File: config.mk
export PLATFORM = sky130hd
export DESIGN_NAME = sensor_conditioner
export DESIGN_NICKNAME = d
export VERILOG_FILES = /design/src/rtl/sensor_conditioner.sv
export SDC_FILE = /design/constraint.sdc
export NUM_CORES = 1
export LEC_CHECK = 0
export ABC_AREA = 0
export BUFFER_PORTS_ARGS = -buffer_cell sky130_fd_sc_hd__buf_2
export CAP_MARGIN = 0
export CORE_MARGIN = 4
export CORE_UTILIZATION = 50
export CTS_CLUSTER_DIAMETER = 120
export DETAILED_ROUTE_END_ITERATION = 6
export HOLD_SLACK_MARGIN = 0.12
export PLACE_DENSITY = 0.74
export SLEW_MARGIN = 20
export SYNTH_ARGS = -nofsm -noshare
export SYNTH_HDL_FRONTEND = slang
export SYNTH_SLANG_ARGS = --single-unit
File: constraint.sdc
create_clock -name clock -period 3.59 [get_ports clock]
set_clock_uncertainty 0.2 [all_clocks]
set_input_delay 0.359 -clock clock [delete_from_list [all_inputs] [get_ports clock]]
set_output_delay 0.359 -clock clock [all_outputs]
set_load 0.1 [all_outputs]
File: src/rtl/sensor_conditioner.sv
// Loop-sensor/button conditioner: 2-flop sync, per-bit debounce, queue-density and request decode.
// Latency: raw level reaches veh_* DEBOUNCE+2 edges after first sample; no backpressure, ss_req held until ss_ack.
module sensor_conditioner #(
  parameter int DEBOUNCE = 4,
  parameter int CNT_W    = 3
) (
  input  logic       clock,
  input  logic       clear,
  input  logic [2:0] raw_a,
  input  logic [2:0] raw_b,
  input  logic [2:0] raw_c,
  input  logic [2:0] raw_d,
  input  logic [3:0] raw_ss,
  input  logic [3:0] ss_ack,
  output logic [2:0] veh_a,
  output logic [2:0] veh_b,
  output logic [2:0] veh_c,
  output logic [2:0] veh_d,
  output logic [1:0] level_a,
  output logic [1:0] level_b,
  output logic [1:0] level_c,
  output logic [1:0] level_d,
  output logic [3:0] ss_req,
  output logic       ss_any,
  output logic [1:0] ss_sel,
  output logic [2:0] busiest,
  output logic [3:0] sens_err
);

  localparam int NB = 16;

  logic [NB-1:0]    raw_all;
  logic [NB-1:0]    sync1;
  logic [NB-1:0]    sync2;
  logic [NB-1:0]    filt;
  logic [CNT_W-1:0] cnt [NB];
  logic [3:0]       ss_filt;
  logic [3:0]       ss_prev;
  logic [3:0]       ss_rise;
  logic [1:0]       lv [4];
  logic [1:0]       best_lvl;
  logic [1:0]       best_idx;

  assign raw_all = {raw_ss, raw_d, raw_c, raw_b, raw_a};

  always_ff @(posedge clock or negedge clear) begin
    if (!clear) begin
      sync1 <= '0;
      sync2 <= '0;
    end else begin
      sync1 <= raw_all;
      sync2 <= sync1;
    end
  end

  // A bit only flips after DEBOUNCE consecutive cycles of disagreement; any agreement restarts the count.
  always_ff @(posedge clock or negedge clear) begin
    if (!clear) begin
      filt <= '0;
      for (int i = 0; i < NB; i++) cnt[i] <= '0;
    end else begin
      for (int i = 0; i < NB; i++) begin
        if (sync2[i] == filt[i]) begin
          cnt[i] <= '0;
        end else if (cnt[i] == CNT_W'(DEBOUNCE - 1)) begin
          filt[i] <= sync2[i];
          cnt[i]  <= '0;
        end else begin
          cnt[i] <= cnt[i] + CNT_W'(1);
        end
      end
    end
  end

  assign veh_a   = filt[2:0];
  assign veh_b   = filt[5:3];
  assign veh_c   = filt[8:6];
  assign veh_d   = filt[11:9];
  assign ss_filt = filt[15:12];

  assign ss_rise = ss_filt & ~ss_prev;

  always_ff @(posedge clock or negedge clear) begin
    if (!clear) begin
      ss_prev <= '0;
      ss_req  <= '0;
    end else begin
      ss_prev <= ss_filt;
      ss_req  <= (ss_req & ~ss_ack) | ss_rise;
    end
  end

  // Highest set bit decides the level, so a broken thermometer still reports its farthest occupied loop.
  function automatic logic [1:0] level_of(input logic [2:0] v);
    if (v[2])      return 2'd3;
    else if (v[1]) return 2'd2;
    else if (v[0]) return 2'd1;
    else           return 2'd0;
  endfunction

  for (genvar g = 0; g < 4; g++) begin : g_appr
    logic [2:0] v;
    assign v           = filt[3*g +: 3];
    assign lv[g]       = level_of(v);
    assign sens_err[g] = !((v == 3'b000) || (v == 3'b001) || (v == 3'b011) || (v == 3'b111));
  end

  assign level_a = lv[0];
  assign level_b = lv[1];
  assign level_c = lv[2];
  assign level_d = lv[3];

  always_comb begin
    best_lvl = lv[0];
    best_idx = 2'd0;
    for (int j = 1; j < 4; j++) begin
      if (lv[j] > best_lvl) begin
        best_lvl = lv[j];
        best_idx = 2'(j);
      end
    end
    busiest = (best_lvl == 2'd0) ? 3'b100 : {1'b0, best_idx};
  end

  assign ss_any = |ss_req;

  always_comb begin
    ss_sel = 2'd0;
    for (int i = 3; i >= 0; i--) begin
      if (ss_req[i]) ss_sel = 2'(i);
    end
  end

endmodule

==> metrics.cfg, run 1 <==
[floorplanning]
coreArea_um2 = 7850
start_util_pct = 52.1
die_h_um = 98.4
die_x_um = 98.4
row_count = 32
ios = 56
die-area_um2 = 9680

[place]
dp_cells = 480
gp_congestion = 0.717
portBuffers = 55
dp_hpwl_um = 4960

[critical_path]
ff2ff_path_depth = 3
r2r-start = cnt[21]
path_cells = inv_2 > a21oi_4 > clkinvlp_4 > ha_4 > inv_1 > o22ai_2 > mux2_4 > inv_2 > ha_1 > inv_2 > o22ai_4 > mux2i_1 > ha_1 > nand2b_1 > o21ai_4 > a32o_2 > a41o_2 > buf_12
worstPathArrival_ns = 3.65
worstSetupPathType = register to output pin
cp-end-kind = output pin
r2r_slack_ns = 2.16
slowest_stage = dfrtp_1
reg2reg_to = filt[8]
cp.required_ns = 3.03
slowest_delay_ns = 0.39
setup.worst_path.end = busiest[2]
critical_path.startpoint = filt[1]
cpMostUsedCell = inv_2
critPathLaunchType = register
path_max_fanout = 3

[sta]
rsz0062_at_grt = yes
tightest_slew_ns = 0.773
slew_headroom_pct = 48.4
period_minus_slack_ns = 4.21
hold_violations = 0
period_share_pct = 117
clock.fmax_ghz = 0.238
setup_viol = 3
hold_slack_ns = 0.153
finalMaxSlewViolations = 0
finalWorstSetupSlack_ns = -0.617

[cells_and_area]
antenna_cells = 0
drive_above_1_share_pct = 27.6
final_common_cell = dfrtp_1
nets = 459
area.growth.synth_to_final_pct = 24.9
final_cell_mix = dfrtp_1 (104), buf_2 (51), nor3b_1 (28), ha_1 (24), buf_4 (22)
multi_input_area_um2 = 1380
fillers = 617
finalNonFillerCells = 519
ff_latch_area_um2 = 2600

[yosys]
synth_cells = 316
synth_compound_area_share_pct = 5.57
synthMuxAreaShare_pct = 2.14
syn_avg_cell_area_um2 = 12.9
yosys.area_share.simple_pct = 12.9
syn_area_um2 = 4090
ys_warn_count = 0
synth_nets = 363
synthDistinctLibCells = 30
synth_flop_cell = dfrtp_1
synth_seq_area_share_pct = 63.7
synth_xor_area_share_pct = 3.43
synth_fa_ha_area_share_pct = 7.65
synth_top_family_by_area = simple AND/OR/NAND/NOR gates
ys_seq_elements = 104
synth_edf_count = 0
synthArstFlopShare_pct = 100

[global_routing]
grt.busiest_layer = met2
grt_pass1_vias = 2646
grt_max_degree = 65
grt_util_met3_pct = 4.64
grtUsageMet1_pct = 20.0
grt.overflow.total = 0
grt_first_pass_wirelength_um = 12000
antenna_found_initial = 0
use_met2_pct = 25.2
grt_usage_pct = 15.3

[clock_tree]
cts_sinks = 104
clk_latency_ns = 0.35
clockBufferDepth = 2
cts-buffers-inserted = 9
cts_tree = built
cts_root_buffer = clkbuf_8
htreeDepth = 3
clk_pin_slew_ns = 0.10

[flow_run]
maxCapViolations = 0

[detailed_routing]
wl_per_cell_um = 13.0
wirelength_um = 6730
first_pass_iters = 4
dr_total_vias = 2519
ant_nets = 0
drt_iter0_drc = 21
vias_per_cell = 4.85
drc = 0

[worst_hold_path]
worst_hold_path_type = register to register
min_path_cells = 0

[run_status]
violations = setup timing
status = finished, violations left

[logic make-up (layout without fill, tap and decap cells)]
kind of cell               Yosys count  after routing
adders and majority gates           25             25
muxes                                8              8
AOI/OAI and AO/OA                   35             35
DFF                                104            104
buffers and inverters               38            139
xor gates and xnor gates            16             16
and+or+nand+nor                     90             90
[layer usage]
layer | part of all wire [%] | vias up
met5 | 0 | -
met4 | 1.1 | 0
met3 | 4.2 | 8
met2 | 51 | 42
met1 | 44 | 1218
li1 | - | 1251
[state kept, by name, summed over array words and instances, names as in the netlist]
register / cells
sync1: 16
ss_req: 4
ss_prev: 4
cnt: 48
sync2: 16
filt: 16
[cells in the mapped netlist (2+ instances only)]
master    number  area share (%)
mux2_2         6             1.7
a21oi_1        4            0.49
a21oi_2        2            0.43
nand2b_1       3            0.46
dfrtp_1      104              64
xnor2_1       16             3.4
nand2_1       14             1.3
buf_4         12             2.2
nor2b_1       19             2.9
o22ai_1        6            0.92
o21ai_0       14             1.7
nor2_1         8            0.73
nor3b_1       28             5.1
inv_1         25             2.3
nor3_1        15             1.8
mux2i_1        2            0.49
ha_1          25             7.7
[what timing repair did]
item | in CTS | in global routing
hold buffers | 21 | 0
buffers inserted | 2 | 0
hold endpoints to repair | 82 | 0
setup endpoints to repair | 3 | 3
pin swaps | 5 | 0
gates resized for setup | 1 | 0
[worst min-delay path by stage]
stage,endpoint,startpoint
3_5_place_dp,sync2[0],sync1[0]
3_3_place_gp,sync2[13],sync1[13]
4_1_cts,sync2[5],sync1[5]
2_1_floorplan,cnt[0],clear
5_1_grt,sync2[7],sync1[7]
6_report,sync2[5],sync1[5]
[per-stage QoR]
step | setup TNS (ns) | utilization (%) | instance area (um^2) | setup WS, ns
2_1_floorplan | -2.87 | - | 4170 | -1.15
3_3_place_gp | -0.442 | 59.5 | 4670 | -0.223
3_5_place_dp | -0.650 | 59.5 | 4670 | -0.292
4_1_cts | -1.70 | 65.0 | 5100 | -0.645
5_1_grt | -2.36 | 65.0 | 5100 | -0.858
6_report | -1.62 | 65.0 | 5100 | -0.617
[layout make-up]
class | instances | share of cell area (%)
clock buffers | 11 | 2.77
repair buffers | 97 | 13.5
flip-flops and latches | 104 | 51.0
well taps | 102 | 2.50
multi-input cells | 174 | 27.0
inverters | 26 | 1.99
clock inverters | 5 | 1.25
[critical path: cells and delay by family, from the launching register on]
kind / cells / cell delay, ns
muxes: 2 / 0.54
buffers and inverters: 6 / 0.50
DFF: 1 / 0.39
adders and majority gates: 3 / 0.63
AOI/OAI and AO/OA: 6 / 1.09
and+or+nand+nor: 1 / 0.14
Power of run 1 is not shown: default switching activity piles up to over one toggle a cycle in this logic, so the estimate is an artifact.
==> run 2: changes to the inputs <==
--- a/config.mk
+++ b/config.mk
@@ -8,12 +8,14 @@
 export ABC_AREA = 0
 export BUFFER_PORTS_ARGS = -buffer_cell sky130_fd_sc_hd__buf_2
 export CAP_MARGIN = 0
+export CORE_ASPECT_RATIO = 1.25
 export CORE_MARGIN = 4
-export CORE_UTILIZATION = 50
+export CORE_UTILIZATION = 45
 export CTS_CLUSTER_DIAMETER = 120
 export DETAILED_ROUTE_END_ITERATION = 6
 export HOLD_SLACK_MARGIN = 0.12
-export PLACE_DENSITY = 0.74
+export PLACE_DENSITY = 0.67
+export RECOVER_POWER = 50
 export SLEW_MARGIN = 20
 export SYNTH_ARGS = -nofsm -noshare
 export SYNTH_HDL_FRONTEND = slang
==> run 2 against run 1 <==
The flow finishes with violations (capacitance limit, slew limit, setup timing); largest cell class unchanged; sequential share of layout area down 0.80 points; setup slack worse by 0.039 ns; cell count increased by 4.8%; design area up 1.6%; critical path type unchanged; wire length grew 1.8%; clock-buffer cell count fell by 2; maximum frequency shrank 0.92%; critical endpoint unchanged; global-route usage is 0.74 points lower.
==> metrics.cfg, run 2 (synthesis gave the netlist of run 1 again) <==
[detailed_routing]
vias_per_cell = 4.71  ; -2.9%
first_pass_iters = 4  ; unchanged
dr_total_vias = 2564  ; +1.8%
drt-met1-wl_um = 2980  ; +0.44%
wl_met2_um = 3470  ; +2.0%
wirelength_um = 6850  ; +1.8%
wl_met3_um = 274  ; -3.5%
drt_iter0_drc = 66  ; +210%
ant_nets = 0  ; unchanged
top_layer = met4
wl_per_cell_um = 12.6  ; -2.9%
drc = 0  ; unchanged

[cells_and_area]
fillers = 749  ; +21%
area.growth.synth_to_final_pct = 26.9
multi_input_area_um2 = 1430  ; +3.8%
largest_reg_flops = 48  ; unchanged
finalNonFillerCells = 544  ; +4.8%
final_common_cell = dfrtp_1
ff_latch_area_um2 = 2600  ; unchanged
largest-register = cnt
drive_above_1_share_pct = 29.0  ; +1.4 points
antenna_cells = 0  ; unchanged
nets = 467  ; +1.7%
final_cell_mix = dfrtp_1 (104), buf_2 (50), nor3b_1 (28)

[clock_tree]
cts_root_buffer = clkbuf_8
cts_sinks = 104  ; unchanged
cts_tree = built
clockBufferDepth = 2  ; unchanged
clk_latency_ns = 0.36  ; about the same
htreeDepth = 3  ; unchanged
cts-buffers-inserted = 9  ; unchanged
clk_pin_slew_ns = 0.10  ; about the same

[place]
portBuffers = 55  ; unchanged
gp_congestion = 0.810  ; +13%
dp_cells = 500  ; +4.2%
dp_hpwl_um = 4870  ; -1.8%

[sta]
slew_headroom_pct = -5.19  ; -54 points
tightest_slew_ns = 1.58  ; +0.805 ns
hold_violations = 0  ; unchanged
setup_viol = 3  ; unchanged
rsz0062_at_grt = yes
period_share_pct = 118  ; +1.1 points
finalMaxSlewViolations = 66  ; +66
finalWorstSetupSlack_ns = -0.656  ; -0.0392 ns
period_minus_slack_ns = 4.25  ; +0.0392 ns
hold_slack_ns = 0.155  ; +0.00179 ns
clock.fmax_ghz = 0.236  ; -0.92%

[critical_path]
critPathLaunchType = register
reg2reg_to = filt[6]
worstPathArrival_ns = 3.69  ; +0.04 ns
cp.required_ns = 3.03  ; about the same
worstSetupPathType = register to output pin
r2r_slack_ns = 2.12  ; -0.04 ns
ff2ff_path_depth = 3  ; unchanged
r2r-start = cnt[27]
critical_path.startpoint = filt[0]
path_max_fanout = 3  ; unchanged
cp-end-kind = output pin

[floorplanning]
die_x_um = 93.2  ; -5.3%
ios = 56  ; unchanged
coreArea_um2 = 8750  ; +11%
die-area_um2 = 10700  ; +10%
die_h_um = 115  ; +16%
row_count = 38  ; +19%
start_util_pct = 46.7  ; -5.4 points

[worst_hold_path]
worst_hold_path_type = register to register
worstHoldEndpoint = sync2[6]
hold_start = sync1[6]
min_path_cells = 0  ; unchanged

[flow_run]
maxCapViolations = 1  ; +1

[global_routing]
grt_usage_pct = 14.5  ; -0.74 points
grt_max_degree = 66  ; +1.5%
grt.overflow.total = 0  ; unchanged
grt_pass1_vias = 2712  ; +2.5%
grt_first_pass_wirelength_um = 12200  ; +1.7%
antenna_found_initial = 0  ; unchanged

[run_status]
violations = capacitance limit, slew limit, setup timing
status = finished, violations left

==> run 2: worst max path at each step <==
stage	end	slack [ns]	cells after the start
2_1_floorplan	busiest[1]	-1.15	16
3_3_place_gp	busiest[2]	-0.25	18
3_5_place_dp	busiest[2]	-0.33	18
4_1_cts	busiest[2]	-0.66	18
5_1_grt	busiest[2]	-0.85	17
6_report	busiest[2]	-0.66	17
==> run 2: worst max-delay path, cell delays in order (launching register included) <==
cell and delay, ns:
dfrtp_1 0.42, a21oi_4 0.19, clkinvlp_4 0.14, ha_4 0.27, inv_2 0.03, o22ai_4 0.15, mux2_4 0.34, inv_4 0.06
ha_4 0.13, inv_4 0.03, o22ai_4 0.15, mux2i_1 0.22, ha_2 0.32, nand2b_4 0.09, o21ai_4 0.06, a32o_2 0.29
a41o_2 0.26, buf_12 0.17
==> run 2: layout make-up <==
class | instances | share of cell area [%]
Tap cell | 120 | 2.90
Clock inverter | 6 | 0.869
Clock buffer | 9 | 2.39
Multi-Input combinational cell | 174 | 27.6
Inverter | 26 | 2.05
Timing Repair Buffer | 105 | 14.0
Sequential cell | 104 | 50.2
==> run 2: timing repair <==
action	in CTS	in global routing
setup endpoints to repair	3	3
hold buffers	21	0
buffers inserted	6	2
pin swaps	8	3
gates resized for setup	12	1
endpoints found under the hold margin	83	0
==> run 2: stage by stage <==
stage / cell area [um^2] / setup WS (ns) / TNS (ns) / utilization (%)
4_1_cts: 5190 / -0.659 / -1.75 / 59.4
6_report: 5180 / -0.656 / -1.72 / 59.3
2_1_floorplan: 4170 / -1.15 / -2.87 / -
3_5_place_dp: 4710 / -0.330 / -0.763 / 53.8
5_1_grt: 5180 / -0.850 / -2.30 / 59.3
3_3_place_gp: 4710 / -0.252 / -0.533 / 53.8
==> run 2: metal layers <==
layer | global-route usage [%] | vias to the layer above
li1 | - | 1257
met1 | 18.2 | 1259
met2 | 24.0 | 38
met3 | 3.81 | 10
met4 | 5.87 | 0
met5 | 0 | -
Power of run 2 is left out for the same reason.
==> run 3: changes to the inputs <==
--- a/config.mk
+++ b/config.mk
@@ -15,7 +15,6 @@
 export DETAILED_ROUTE_END_ITERATION = 6
 export HOLD_SLACK_MARGIN = 0.12
 export PLACE_DENSITY = 0.67
-export RECOVER_POWER = 50
 export SLEW_MARGIN = 20
 export SYNTH_ARGS = -nofsm -noshare
 export SYNTH_HDL_FRONTEND = slang
==> run 3 against run 2 <==
The flow finishes with violations (setup timing); cell count unchanged; first-iteration DRC count down 6.1%; critical path depth unchanged; via count shrank 0.16%; flip-flop and latch count did not move; maximum frequency about the same; highest routed layer unchanged.
==> metrics.cfg, run 3 (synthesis gave the netlist of run 1 again) <==
[cells_and_area]
fillers = 742  ; -0.93%
largest-register = cnt
final_cell_mix = dfrtp_1 (104), buf_2 (51), buf_4 (29), nor3b_1 (28)
finalNonFillerCells = 544  ; unchanged
final_common_cell = dfrtp_1
fin_area_um2 = 5210  ; +0.51%
antenna_cells = 0  ; unchanged
drive_above_1_share_pct = 30.7  ; +1.7 points
largest_reg_flops = 48  ; unchanged
area.growth.synth_to_final_pct = 27.5
nets = 467  ; unchanged

[detailed_routing]
vias_per_cell = 4.71  ; -0.16%
dr_total_vias = 2560  ; -0.16%
drc = 0  ; unchanged
drt_iter0_drc = 62  ; -6.1%
wirelength_um = 6850  ; about the same
wl_met2_um = 3470  ; unchanged
drt-met1-wl_um = 2980  ; about the same
wl_met3_um = 275  ; +0.36%
ant_nets = 0  ; unchanged
top_layer = met4
first_pass_iters = 4  ; unchanged
wl_per_cell_um = 12.6  ; about the same

[floorplanning]
start_util_pct = 46.7  ; unchanged
die_h_um = 115  ; unchanged
coreArea_um2 = 8750  ; unchanged
ios = 56  ; unchanged
die_x_um = 93.2  ; unchanged
die-area_um2 = 10700  ; unchanged
row_count = 38  ; unchanged

[critical_path]
cp.required_ns = 3.03  ; about the same
r2r-start = cnt[27]
crit_family = compound AO/OA/AOI/OAI gates
r2r_slack_ns = 2.12  ; about the same
slowest_stage = dfrtp_1
path_max_fanout = 3  ; unchanged
cp-end-kind = output pin
slowest_delay_ns = 0.42  ; about the same
critPathLaunchType = register
worstSetupPathType = register to output pin
critical_path.startpoint = filt[0]
crit_buf_inv = 5  ; unchanged
path_cells = a21oi_4 > clkinvlp_4 > ha_4 > inv_2 > o22ai_4 > mux2_4 > inv_4 > ha_4 > inv_4 > o22ai_4 > mux2i_1 > ha_2 > nand2b_4 > o21ai_4 > a32o_2 > a41o_2 > buf_12
worstPathArrival_ns = 3.69  ; about the same

[clock_tree]
cts_root_buffer = clkbuf_8
clk_latency_ns = 0.36  ; about the same
cts_tree = built
clockBufferDepth = 2  ; unchanged
clk_pin_slew_ns = 0.10  ; about the same
htreeDepth = 3  ; unchanged
cts_sinks = 104  ; unchanged
cts-buffers-inserted = 9  ; unchanged

[sta]
slew_headroom_pct = 46.0  ; +51 points
period_minus_slack_ns = 4.25  ; -0.000875 ns
setup_viol = 3  ; unchanged
finalMaxSlewViolations = 0  ; -100%
tightest_slew_ns = 0.811  ; -0.767 ns
period_share_pct = 118  ; about the same
clock.fmax_ghz = 0.236  ; about the same
finalWorstSetupSlack_ns = -0.655  ; +0.000875 ns
rsz0062_at_grt = yes
hold_violations = 0  ; unchanged

[place]
dpl_cell_area_um2 = 4710  ; unchanged
dp_cells = 500  ; unchanged
gp_congestion = 0.810  ; unchanged
dp_hpwl_um = 4870  ; unchanged
portBuffers = 55  ; unchanged

[global_routing]
grt_max_degree = 66  ; unchanged
grt_pass1_vias = 2712  ; unchanged
grt_usage_pct = 14.5  ; unchanged
grt.overflow.total = 0  ; unchanged
grt_first_pass_wirelength_um = 12200  ; unchanged
antenna_found_initial = 0  ; unchanged

[run_status]
status = finished, violations left
violations = setup timing

[worst_hold_path]
worst_hold_path_type = register to register
hold_start = sync1[6]

[flow_run]
maxCapViolations = 0  ; -1

[run 3: changes by cell type in the layout (fill, tap and decap cells not counted), sizes merged]
| cell | change |
|---|---|
| clkbuf | -9 |
| buf | +9 |
[run 3: worst paths after layout]
path | end | cells past startpoint
min reg2reg | sync2[6] | 0
min in group asynchronous | cnt[18] | 2
max reg2reg | filt[6] | 3
min | sync2[6] | 0
max in group asynchronous | cnt[36] | 3
max | busiest[2] | 17
[run 3: stage by stage]
stage | hold WS, ns | TNS [ns] | util, % | setup WS (ns)
6_report | 0.155 | -1.71 | 59.6 | -0.655
5_1_grt | 0.161 | -2.30 | 59.6 | -0.850
4_1_cts | 0.157 | -1.75 | 59.4 | -0.659
3_5_place_dp | 0.136 | -0.763 | 53.8 | -0.330
3_3_place_gp | 0.133 | -0.533 | 53.8 | -0.252
2_1_floorplan | -0.137 | -2.87 | - | -1.15
[run 3: cell type report]
class                   instances  area (um^2)  area share (%)
clock buffers                   9          124            2.38
clock inverters                 6         45.0           0.864
inverters                      26          106            2.04
multi-input cells             174         1430            27.4
flip-flops and latches        104         2600            49.9
well taps                     120          150            2.88
repair buffers                105          754            14.5
[run 3: timing repair]
item / 4_1_cts / 5_1_grt
setup endpoints to repair: 3 / 3
resized for setup: 12 / 1
hold buffers: 21 / 0
pin swaps: 8 / 3
hold endpoints to repair: 83 / 0
setup buffers: 6 / 2
[run 3: routing by layer]
layer,up-vias,GRT usage [%]
met4,0,5.87
li1,1258,-
met3,10,3.81
met5,-,0
met1,1254,18.2
met2,38,24.0
Power of run 3 is left out for the same reason.
